--- src/rtl/uart_rx.sv ---
// UART receiver: 2-flop synchronizer, mid-bit sampling FSM,
// valid/ack handshake with frame error and overrun pulses.
module uart_rx #(
    parameter int DATA_W       = 10,
    parameter int CLKS_PER_BIT = 16
) (
    input  logic              clk,
    input  logic              rst,
    input  logic              rx_en,
    input  logic              rx,
    input  logic              data_ack,
    output logic [DATA_W-1:0] data,
    output logic              valid,
    output logic              frame_err,
    output logic              overrun,
    output logic              busy
);

    localparam int CW = $clog2(CLKS_PER_BIT);
    localparam int IW = $clog2(DATA_W + 1);

    localparam logic [CW-1:0] HALF_M1  = CW'(CLKS_PER_BIT / 2 - 1);
    localparam logic [CW-1:0] FULL_M1  = CW'(CLKS_PER_BIT - 1);
    localparam logic [IW-1:0] LAST_IDX = IW'(DATA_W - 1);

    typedef enum logic [2:0] {
        S_IDLE,
        S_START,
        S_DATA,
        S_STOP,
        S_BREAK
    } state_t;

    state_t state_q, state_d;

    logic [CW-1:0]     cnt_q, cnt_d;
    logic [IW-1:0]     idx_q, idx_d;
    logic [DATA_W-1:0] shift_q, shift_d;
    logic [DATA_W-1:0] data_q, data_d;
    logic              valid_q, valid_d;
    logic              frame_err_q, frame_err_d;
    logic              overrun_q, overrun_d;
    logic              meta_q, meta_d;
    logic              rx_s_q, rx_s_d;
    logic              rx_prev_q, rx_prev_d;

    logic half_tick;
    logic full_tick;
    logic fall;
    logic bit_tick;
    logic stop_tick;
    logic done;

    assign half_tick = (cnt_q == HALF_M1);
    assign full_tick = (cnt_q == FULL_M1);
    assign fall      = rx_en & rx_prev_q & ~rx_s_q;
    assign bit_tick  = rx_en & full_tick & (state_q == S_DATA);
    assign stop_tick = rx_en & full_tick & (state_q == S_STOP);
    assign done      = stop_tick & rx_s_q;

    // Synchronizer chain and edge-detect history always run.
    always_comb begin
        meta_d    = rx;
        rx_s_d    = meta_q;
        rx_prev_d = rx_s_q;
    end

    // State and datapath registers with synchronous active-low reset.
    always_ff @(posedge clk) begin
        if (!rst) begin
            state_q     <= S_IDLE;
            cnt_q       <= '0;
            idx_q       <= '0;
            shift_q     <= '0;
            data_q      <= '0;
            valid_q     <= 1'b0;
            frame_err_q <= 1'b0;
            overrun_q   <= 1'b0;
            meta_q      <= 1'b1;
            rx_s_q      <= 1'b1;
            rx_prev_q   <= 1'b1;
        end else begin
            state_q     <= state_d;
            cnt_q       <= cnt_d;
            idx_q       <= idx_d;
            shift_q     <= shift_d;
            data_q      <= data_d;
            valid_q     <= valid_d;
            frame_err_q <= frame_err_d;
            overrun_q   <= overrun_d;
            meta_q      <= meta_d;
            rx_s_q      <= rx_s_d;
            rx_prev_q   <= rx_prev_d;
        end
    end

    // Next state, bit-clock counter and bit index.
    always_comb begin
        state_d = state_q;
        cnt_d   = cnt_q;
        idx_d   = idx_q;
        unique case (state_q)
            S_IDLE: begin
                if (fall) begin
                    state_d = S_START;
                    cnt_d   = '0;
                end
            end
            S_START: begin
                if (half_tick) begin
                    cnt_d   = '0;
                    idx_d   = '0;
                    state_d = rx_s_q ? S_IDLE : S_DATA;
                end else begin
                    cnt_d = cnt_q + CW'(1);
                end
            end
            S_DATA: begin
                if (full_tick) begin
                    cnt_d = '0;
                    if (idx_q == LAST_IDX) begin
                        idx_d   = '0;
                        state_d = S_STOP;
                    end else begin
                        idx_d = idx_q + IW'(1);
                    end
                end else begin
                    cnt_d = cnt_q + CW'(1);
                end
            end
            S_STOP: begin
                if (full_tick) begin
                    cnt_d   = '0;
                    state_d = rx_s_q ? S_IDLE : S_BREAK;
                end else begin
                    cnt_d = cnt_q + CW'(1);
                end
            end
            S_BREAK: begin
                if (rx_s_q) begin
                    state_d = S_IDLE;
                end
            end
            default: begin
                state_d = S_IDLE;
                cnt_d   = '0;
                idx_d   = '0;
            end
        endcase
        if (!rx_en) begin
            state_d = S_IDLE;
            cnt_d   = '0;
            idx_d   = '0;
        end
    end

    // Shift register, host word, handshake flags and pulses.
    always_comb begin
        shift_d = shift_q;
        if (bit_tick) begin
            shift_d = {rx_s_q, shift_q[DATA_W-1:1]};
        end
        data_d      = done ? shift_q : data_q;
        valid_d     = done | (valid_q & ~data_ack);
        overrun_d   = done & valid_q & ~data_ack;
        frame_err_d = stop_tick & ~rx_s_q;
    end

    assign data      = data_q;
    assign valid     = valid_q;
    assign frame_err = frame_err_q;
    assign overrun   = overrun_q;
    assign busy      = (state_q != S_IDLE);

endmodule

--- config.mk ---
export PLATFORM = sky130hd
export DESIGN_NAME = uart_rx
export DESIGN_NICKNAME = d
export VERILOG_FILES = /design/src/rtl/uart_rx.sv
export SDC_FILE = /design/constraint.sdc
export NUM_CORES = 1
export LEC_CHECK = 0
export ABC_AREA = 1
export CAP_MARGIN = 20
export CORE_AREA = 2 2 71 73
export DETAILED_ROUTE_END_ITERATION = 8
export DIE_AREA = 0 0 73 75
export SLEW_MARGIN = 40
export SYNTH_ARGS = -nofsm -noshare
export SYNTH_HDL_FRONTEND = slang
export SYNTH_SLANG_ARGS = --single-unit
--- constraint.sdc ---
create_clock -name clk -period 1.8 [get_ports clk]
set_input_delay 0.36 -clock clk [delete_from_list [all_inputs] [get_ports clk]]
set_output_delay 0.36 -clock clk [all_outputs]
set_load 0.005 [all_outputs]
==> results of run 1 <==
flip-flops by register name, summed over array words and instances, names as in the netlist:
signal,count
data,10
shift_q,10
cnt_q,4
idx_q,4
state_q,3
frame_err,1
meta_q,1
overrun,1
rx_prev_d,1
rx_prev_q,1
valid,1
Yosys cell counts:
cell | number | area share [%]
nand2_1 | 49 | 11
dfxtp_1 | 37 | 46
nor2_1 | 37 | 8.7
a21oi_1 | 19 | 5.9
inv_1 | 12 | 2.8
nand3_1 | 12 | 3.7
nand4_1 | 11 | 4.3
o21ai_0 | 11 | 3.4
inv_2 | 7 | 1.6
nor2_2 | 4 | 1.6
buf_2 | 3 | 0.94
clkbuf_1 | 3 | 0.70
ha_1 | 3 | 2.3
nand2_2 | 2 | 0.78
nand3b_1 | 2 | 0.94
o21ai_1 | 2 | 0.62
or2_2 | 2 | 0.78
a31oi_1 | 1 | 0.39
buf_4 | 1 | 0.47
nor2_4 | 1 | 0.70
o21bai_1 | 1 | 0.47
xnor2_1 | 1 | 0.55
xor2_1 | 1 | 0.55
worst paths after layout:
| check | from | cells past startpoint | endpoint |
|---|---|---|---|
| worst min-delay path | meta_q$_SDFF_PN1_ | 1 | rx_prev_d$_SDFF_PN1_ |
| worst min register to register | meta_q$_SDFF_PN1_ | 1 | rx_prev_d$_SDFF_PN1_ |
| worst max-delay path | state_q[0]$_SDFFE_PN0P_ | 3 | busy |
| worst max register to register | cnt_q[0]$_SDFFE_PN0P_ | 9 | shift_q[9]$_SDFFE_PN0P_ |
stage by stage:
stage                     instance area, um^2  hold slack (ns)  power [mW]  instances
after floorplan                          1600            0.393        1.02        222
after global placement                   1870            0.402        1.09        294
after detailed placement                 1870            0.404        1.09        294
after CTS                                2000            0.440        1.84        302
after global routing                     2000            0.446        1.91        302
final                                    2000            0.437        1.81        302
cells in the final DEF, fill, tap and decap left out:
cell type / synthesis / final
dfxtp_1: 37 / 34
o21ai_1: 2 / 2
a21oi_1: 19 / 19
nor2_1: 37 / 37
nand2_2: 2 / 2
o21ai_0: 11 / 11
nand2_1: 49 / 49
inv_1: 12 / 12
ha_1: 3 / 3
nor2_4: 1 / 2
clkbuf_8: 0 / 6
dfxtp_2: 0 / 3
or2_2: 2 / 2
a31oi_1: 1 / 1
clkinvlp_4: 0 / 1
xnor2_1: 1 / 1
o21bai_1: 1 / 1
buf_4: 1 / 7
nand3_1: 12 / 12
nor2_2: 4 / 3
inv_2: 7 / 7
nand4_1: 11 / 11
xor2_1: 1 / 1
clkdlybuf4s50_1: 0 / 18
bufinv_16: 0 / 1
nand3b_1: 2 / 2
worst max-delay path: stages (launching register included):
cell and delay (ns):
dfxtp_2 0.41, nor2_4 0.07, nand2_1 0.08, clkdlybuf4s50_1 0.50
cell type report:
cell class | count | share of cell area (%)
sequential | 37 | 37.3
timing repair buffer | 25 | 11.6
inverter | 19 | 3.57
tap | 54 | 3.38
clock inverter | 2 | 1.88
clock buffer | 6 | 4.13
multi-input combinational | 159 | 38.1
layer usage:
layer / wire, um / up-vias / GRT usage [%]
li1: - / 766 / -
met1: 1610 / 625 / 17.6
met2: 1620 / 18 / 23.0
met3: 125 / 5 / 4.42
met4: 27 / 0 / 5.35
met5: 0 / - / 0
power by group:
part / leakage, nW / switching (mW) / internal (mW) / total, mW
combinational: 0.415 / 0.141 / 0.0832 / 0.224
clock: 0.0574 / 0.286 / 0.450 / 0.737
sequential: 0.300 / 0.0174 / 0.835 / 0.852
kinds of logic after synthesis:
family,synth area share [%]
compound gates,10.9
buf+inv,6.56
xor+xnor,1.09
simple gates,32.9
fa+ha+maj,2.34
flops,46.2
what timing repair did:
item                       CTS  global route
gates resized for setup      2             2
pin swaps                    0             0
setup endpoints to repair    1             1
==> metrics.yaml, run 1 <==
outcome:
  status: "complete, no violations"
placement:
  port_buffers: 18
  pre_cts_ws_ns: 0.131
  gp_congestion: 0.820
  dpl.hpwl_mm: 2.56
setup_path:
  reg2reg_slack_ns: 0.32
  end_kind: "output port"
  worst-setup-path-type: "reg2out"
  cp.arrival_ns: 1.34
  path_max_fanout: 6
  crit_required_ns: 1.44
  start_kind: "register"
drt:
  routed_via_density: 4.68
  wl_mm: 3.38
  drtIter0Drc: 45
  drt_pass1_iterations: 4
  vias: 1414
  drc: 0
  routedWlPerCell_um: 11.2
  ant_nets: 0
die:
  io_pins: 19
  die_area_um2: 5480
  die_y_um: 75
  rows: 25
  die_w_um: 73
  core_area_um2: 4660
  initial_utilization_pct: 34.4
global_routing:
  antenna_found_initial: 0
  grt-ovfl-total: 0
  grt_max_degree: 14
  grt_pass1_vias: 1380
  grt_pass1_wl_mm: 6.00
  grt_usage_pct: 14.1
clocking:
  cts_tree: "done"
  cts_htree_levels: 2
  clk_pin_slew_worst_paths_ns: 0.07
  cts_max_path_buffers: 2
  post_cts_buffers: 0
  clock_sinks: 37
  insertion_delay_ns: 0.28
  numCtsBuffers: 5
  holdBufCountCts: 0
  cts_root_buffer: "clkbuf_8"
logic_synthesis:
  synth_area_um2: 1600
  syn-num-nets: 230
  ys_warn_count: 0
  syn_avg_cell_area_um2: 7.22
  synth_seq_cells: 37
  ys_types: 23
  postSynthCellCount: 222
  seq_area_frac_synth_pct: 46.2
timing:
  skew_ns: 0.00559
  tightest_slew_ns: 0.375
  maxClockFrequency_mhz: 587
  timing.final.crit_share_pct: 94.6
  finalHoldViolations: 0
  fin_ws_ns: 0.0972
  fin_crit_ns: 1.70
  max_slew_margin_pct: 74.9
  rsz0062_at_grt: "false"
  drv_slew: 0
  setup_tns_ns: 0
  finalSetupViolCount: 0
finish:
  nets: 255
  multi_input_area_um2: 762
  fillers: 490
  drive_gt1_share_pct: 13.7
  register_area_um2: 744
  syn2layout_area_growth_pct: 24.7
  fin_util_pct: 42.9
  num_antenna_cells: 0
min_path:
  holdCritPathClass: "reg2reg"
flow_run:
  cap_violations: 0
power_and_ir_drop:
  power_density_nw_per_um2: 907
  worst_ir_drop_vdd_mv: 0.305
  p_leak_nw: 0.772
No activity file was read; power rests on OpenSTA's default activity.
==> run 2, diff against run 1 <==
CTS_BUF_LIST = sky130_fd_sc_hd__clkbuf_16   (was default)
==> run 2 against run 1 <==
- sequential power about the same
- hold slack got worse by 0.016 ns
- clock skew decreased by 0.0034 ns
- maximum frequency decreased by 1.7%
- non-clock buffer count unchanged
- flip-flop and latch count unchanged
- final area increased by 2.2%
- combinational power about the same
- clock power increased by 32%
- worst setup slack got worse by 0.030 ns
- critical path depth unchanged
- critical endpoint unchanged
- largest power group is now clock
==> metrics.yaml, run 2 (synthesis gave the netlist of run 1 again) <==
die:
  die_w_um: 73
  core_area_um2: 4660
  io_pins: 19
  initial_utilization_pct: 34.4
  die_y_um: 75
  rows: 25
  die_area_um2: 5480
setup_path:
  start_kind: "register"
  crit_required_ns: 1.44
  regToRegEndpoint: "shift_q[9]$_SDFFE_PN0P_"
  reg2reg_slack_ns: 0.32
  reg2reg_depth: 9
  worst-setup-path-type: "reg2out"
  cp.arrival_ns: 1.37
  crit_chain: "nor2_4 > nand2_1 > clkdlybuf4s50_1"
  path_max_fanout: 5
  max_stage_delay_ns: 0.50
  end_kind: "output port"
  setup.worst_path.start: "state_q[1]$_SDFFE_PN0P_"
  regToRegStartpoint: "cnt_q[0]$_SDFFE_PN0P_"
  slowest_stage: "clkdlybuf4s50_1"
timing:
  fin_crit_ns: 1.73
  rsz0062_at_grt: "false"
  fin_ws_ns: 0.0673
  tightest_slew_ns: 0.374
  drv_slew: 0
  finalHoldViolations: 0
  maxClockFrequency_mhz: 577
  timing.final.crit_share_pct: 96.3
  setup_tns_ns: 0
  fin_hold_ws_ns: 0.421
  skew_ns: 0.00218
  finalSetupViolCount: 0
  max_slew_margin_pct: 75.0
drt:
  drtIter0Drc: 51
  wl_mm: 3.41
  routedWlPerCell_um: 11.3
  ant_nets: 0
  drt_pass1_iterations: 4
  vias: 1421
  routed_via_density: 4.71
  drc: 0
outcome:
  status: "complete, no violations"
placement:
  dp.cells: 294
  dpl_cell_area_um2: 1870
  gp_congestion: 0.820
  port_buffers: 18
  pre_cts_ws_ns: 0.131
  dpl.hpwl_mm: 2.56
power_and_ir_drop:
  p_total_mw: 2.05
  worst_ir_drop_vdd_mv: 0.385
  power_density_nw_per_um2: 1000
  p_sw_share_pct: 23.5
  power_frac_clock_pct: 47.4
  combPwrFrac_pct: 10.9
  power.switching_mw: 0.481
  seqPwrFrac_pct: 41.7
  p_leak_nw: 0.791
  intPower_mw: 1.57
global_routing:
  grt_usage_pct: 14.3
  grt-ovfl-total: 0
  grt_pass1_wl_mm: 6.01
  antenna_found_initial: 0
  grt_pass1_vias: 1381
  grt_max_degree: 14
clocking:
  holdBufCountCts: 0
  clock_sinks: 37
  cts_tree: "done"
  cts_max_path_buffers: 2
  numCtsBuffers: 5
  cts_root_buffer: "clkbuf_16"
  cts_htree_levels: 2
  insertion_delay_ns: 0.28
  clk_pin_slew_worst_paths_ns: 0.06
min_path:
  holdCritPathClass: "reg2reg"
  min_to: "rx_prev_d$_SDFF_PN1_"
  min_path_cells: 1
  hp-start: "meta_q$_SDFF_PN1_"
finish:
  fin_cells: 302
  fin_area_um2: 2040
  final_common_cell: "nand2_1"
  drive_gt1_share_pct: 12.5
  final_cell_mix: "49 x nand2_1, 37 x nor2_1, 36 x dfxtp_1"
  syn2layout_area_growth_pct: 27.4
  register_area_um2: 742
  fillers: 487
  multi_input_area_um2: 762
  nets: 255
  num_antenna_cells: 0
  fin_util_pct: 43.8
flow_run:
  cap_violations: 0
run 2: cell type report:
type | instances | area share (%)
multi-input cells | 159 | 37.3
flip-flops and latches | 37 | 36.3
repair buffers | 25 | 11.4
clock buffers | 5 | 6.13
inverters | 19 | 3.49
well taps | 54 | 3.31
clock inverters | 3 | 2.02
run 2: timing repair:
action                                  4_1_cts  5_1_grt
resized for setup                             0        2
endpoints found under the setup margin        0        1
setup buffers                                 0        0
hold endpoints to repair                      0        0
run 2: metal layers:
metal | global-route usage (%) | up-vias | routed length (um)
met3 | 4.42 | 5 | 149
met1 | 17.6 | 627 | 1570
met2 | 23.4 | 22 | 1640
met4 | 5.97 | 0 | 55
met5 | 0 | - | 0
li1 | - | 767 | -
run 2: worst max-delay path by stage:
stage,depth (start not counted),endpoint
2_1_floorplan,9,data[0]$_SDFFE_PN0P_
3_5_place_dp,7,shift_q[9]$_SDFFE_PN0P_
4_1_cts,3,busy
3_3_place_gp,7,shift_q[9]$_SDFFE_PN0P_
5_1_grt,3,busy
6_report,3,busy
run 2: power by group through the flow:
| stage | registers [mW] | clock network, mW | logic [mW] |
|---|---|---|---|
| 6_report | 0.852 | 0.971 | 0.224 |
| 5_1_grt | 0.854 | 1.02 | 0.263 |
| 4_1_cts | 0.850 | 0.990 | 0.226 |
| 3_5_place_dp | 0.868 | 0 | 0.224 |
| 3_3_place_gp | 0.868 | 0 | 0.222 |
| 2_1_floorplan | 0.865 | 0 | 0.159 |
run 2: worst max-delay path, delay by kind of cell, from the launching register on:
family | cells | cell delay [ns]
flops | 1 | 0.42
simple gates | 2 | 0.17
buf+inv | 1 | 0.50
==> run 3, diff against run 2 <==
SETUP_SLACK_MARGIN = 0.1   (was default)
clock period = 2 ns   (was 1.8 ns; I/O delays follow)
==> run 3 against run 2 <==
- sequential share of layout area rose by 0.85 points
- final area fell by 2.5%
- clock-buffer cell count did not move
- via count rose by 0.84%
- clock skew rose by 0.0041 ns
- final cell count fell by 0.99%
- critical path type unchanged
- largest cell class unchanged
- highest routed layer unchanged
==> metrics.yaml, run 3 (synthesis gave the netlist of run 1 again) <==
clocking:
  cts_root_buffer: "clkbuf_16"
  cts_tree: "done"
  clk_pin_slew_worst_paths_ns: 0.06
  post_cts_buffers: 0
  cts_max_path_buffers: 2
  insertion_delay_ns: 0.28
  numCtsBuffers: 5
  clock_sinks: 37
  cts_htree_levels: 2
drt:
  routed_via_density: 4.79
  vias: 1433
  drc: 0
  drtIter0Drc: 38
  drt_pass1_iterations: 4
  routedWlPerCell_um: 11.3
  wl_mm: 3.38
  ant_nets: 0
die:
  core_area_um2: 4660
  die_w_um: 73
  rows: 25
  die_area_um2: 5480
  initial_utilization_pct: 34.4
  die_y_um: 75
  io_pins: 19
setup_path:
  regToRegStartpoint: "state_q[0]$_SDFFE_PN0P_"
  reg2reg_slack_ns: 0.38
  path_max_fanout: 6
  cp.arrival_ns: 1.43
  start_kind: "register"
  setup.worst_path.start: "state_q[0]$_SDFFE_PN0P_"
  end_kind: "output port"
  regToRegEndpoint: "data[6]$_SDFFE_PN0P_"
  timing.critical_path.to: "busy"
  crit_required_ns: 1.60
  worst-setup-path-type: "reg2out"
  reg2reg_depth: 6
finish:
  drive_gt1_share_pct: 10.6
  num_antenna_cells: 0
  final_cell_mix: "49 x nand2_1, 37 x nor2_1, 37 x dfxtp_1"
  fin_cells: 299
  syn2layout_area_growth_pct: 24.3
  final_common_cell: "nand2_1"
  nets: 253
  fin_area_um2: 1990
timing:
  max_slew_margin_pct: 68.8
  rsz0062_at_grt: "false"
  maxClockFrequency_mhz: 546
  timing.final.crit_share_pct: 91.6
  finalHoldViolations: 0
  tightest_slew_ns: 0.467
  skew_ns: 0.00631
  fin_ws_ns: 0.168
  fin_crit_ns: 1.83
  finalSetupViolCount: 0
  drv_slew: 0
  setup_tns_ns: 0
global_routing:
  grt_usage_pct: 14.6
  antenna_found_initial: 0
  grt_pass1_vias: 1489
  grt_max_degree: 14
  grt-ovfl-total: 0
  grt_pass1_wl_mm: 6.29
min_path:
  holdCritPathClass: "reg2reg"
power_and_ir_drop:
  combPwrFrac_pct: 11.9
  p_leak_nw: 0.773
  power_frac_clock_pct: 42.6
  seqPwrFrac_pct: 45.5
  p_sw_share_pct: 24.7
  worst_ir_drop_vdd_mv: 0.472
  power_density_nw_per_um2: 847
  power.switching_mw: 0.417
  intPower_mw: 1.27
outcome:
  status: "complete, no violations"
placement:
  port_buffers: 18
  dpl_cell_area_um2: 1850
  gp_congestion: 0.811
  dpl.hpwl_mm: 2.46
  pre_cts_ws_ns: 0.124
  dp.cells: 292
flow_run:
  cap_violations: 0
## run 3: cell count changes in the layout (fill, tap and decap cells not counted), sizes merged
cell	before	now
bufinv	1	0
clkinvlp	1	0
inv	19	20
buf	7	5
## run 3: timing repair
item	in CTS	in global routing
hold buffers	0	0
setup endpoints to repair	0	1
gates resized for setup	0	1
## run 3: metal layers
layer | wire, um | vias up | share of wire (%) | global-route usage, %
li1 | - | 763 | - | -
met1 | 1630 | 645 | 48 | 17.5
met2 | 1590 | 21 | 47 | 24.6
met3 | 131 | 4 | 3.9 | 4.82
met4 | 28 | 0 | 0.83 | 5.14
met5 | 0 | - | 0 | 0
## run 3: final cells by class
class	count	area [um^2]
clock buffer	5	125
clock inverter	2	7.51
fill	477	2670
inverter	19	71.3
multi-input combinational	159	762
sequential	37	741
tap	54	67.6
timing repair buffer	23	218
## run 3: worst min-delay path by stage
stage,cells past startpoint,slack (ns),endpoint,from
after detailed placement,1,0.41,rx_prev_d$_SDFF_PN1_,meta_q$_SDFF_PN1_
final,1,0.41,rx_prev_d$_SDFF_PN1_,meta_q$_SDFF_PN1_
after global routing,1,0.46,rx_prev_d$_SDFF_PN1_,meta_q$_SDFF_PN1_
after global placement,1,0.40,rx_prev_d$_SDFF_PN1_,meta_q$_SDFF_PN1_
after CTS,1,0.42,rx_prev_d$_SDFF_PN1_,meta_q$_SDFF_PN1_
after floorplan,1,0.39,rx_prev_d$_SDFF_PN1_,meta_q$_SDFF_PN1_
## run 3: power groups by stage
| stage | combinational (mW) | clock, mW | sequential [mW] |
|---|---|---|---|
| 5_1_grt | 0.234 | 0.772 | 0.769 |
| 4_1_cts | 0.200 | 0.736 | 0.766 |
| 3_5_place_dp | 0.199 | 0 | 0.782 |
| 6_report | 0.201 | 0.718 | 0.768 |
| 3_3_place_gp | 0.199 | 0 | 0.782 |
| 2_1_floorplan | 0.143 | 0 | 0.778 |
## run 3: per-stage QoR
stage          hold WS (ns)  utilization [%]  total power, mW
3_5_place_dp          0.413             39.8            0.981
3_3_place_gp          0.401             39.8            0.981
4_1_cts               0.424             42.6             1.70
2_1_floorplan         0.393                -            0.921
5_1_grt               0.457             42.7             1.77
6_report              0.412             42.7             1.69
## run 3: critical path, stage by stage (launching register included)
cell and delay (ns):
dfxtp_1 0.48, nor2_4 0.08, nand2_1 0.09, clkdlybuf4s50_1 0.50
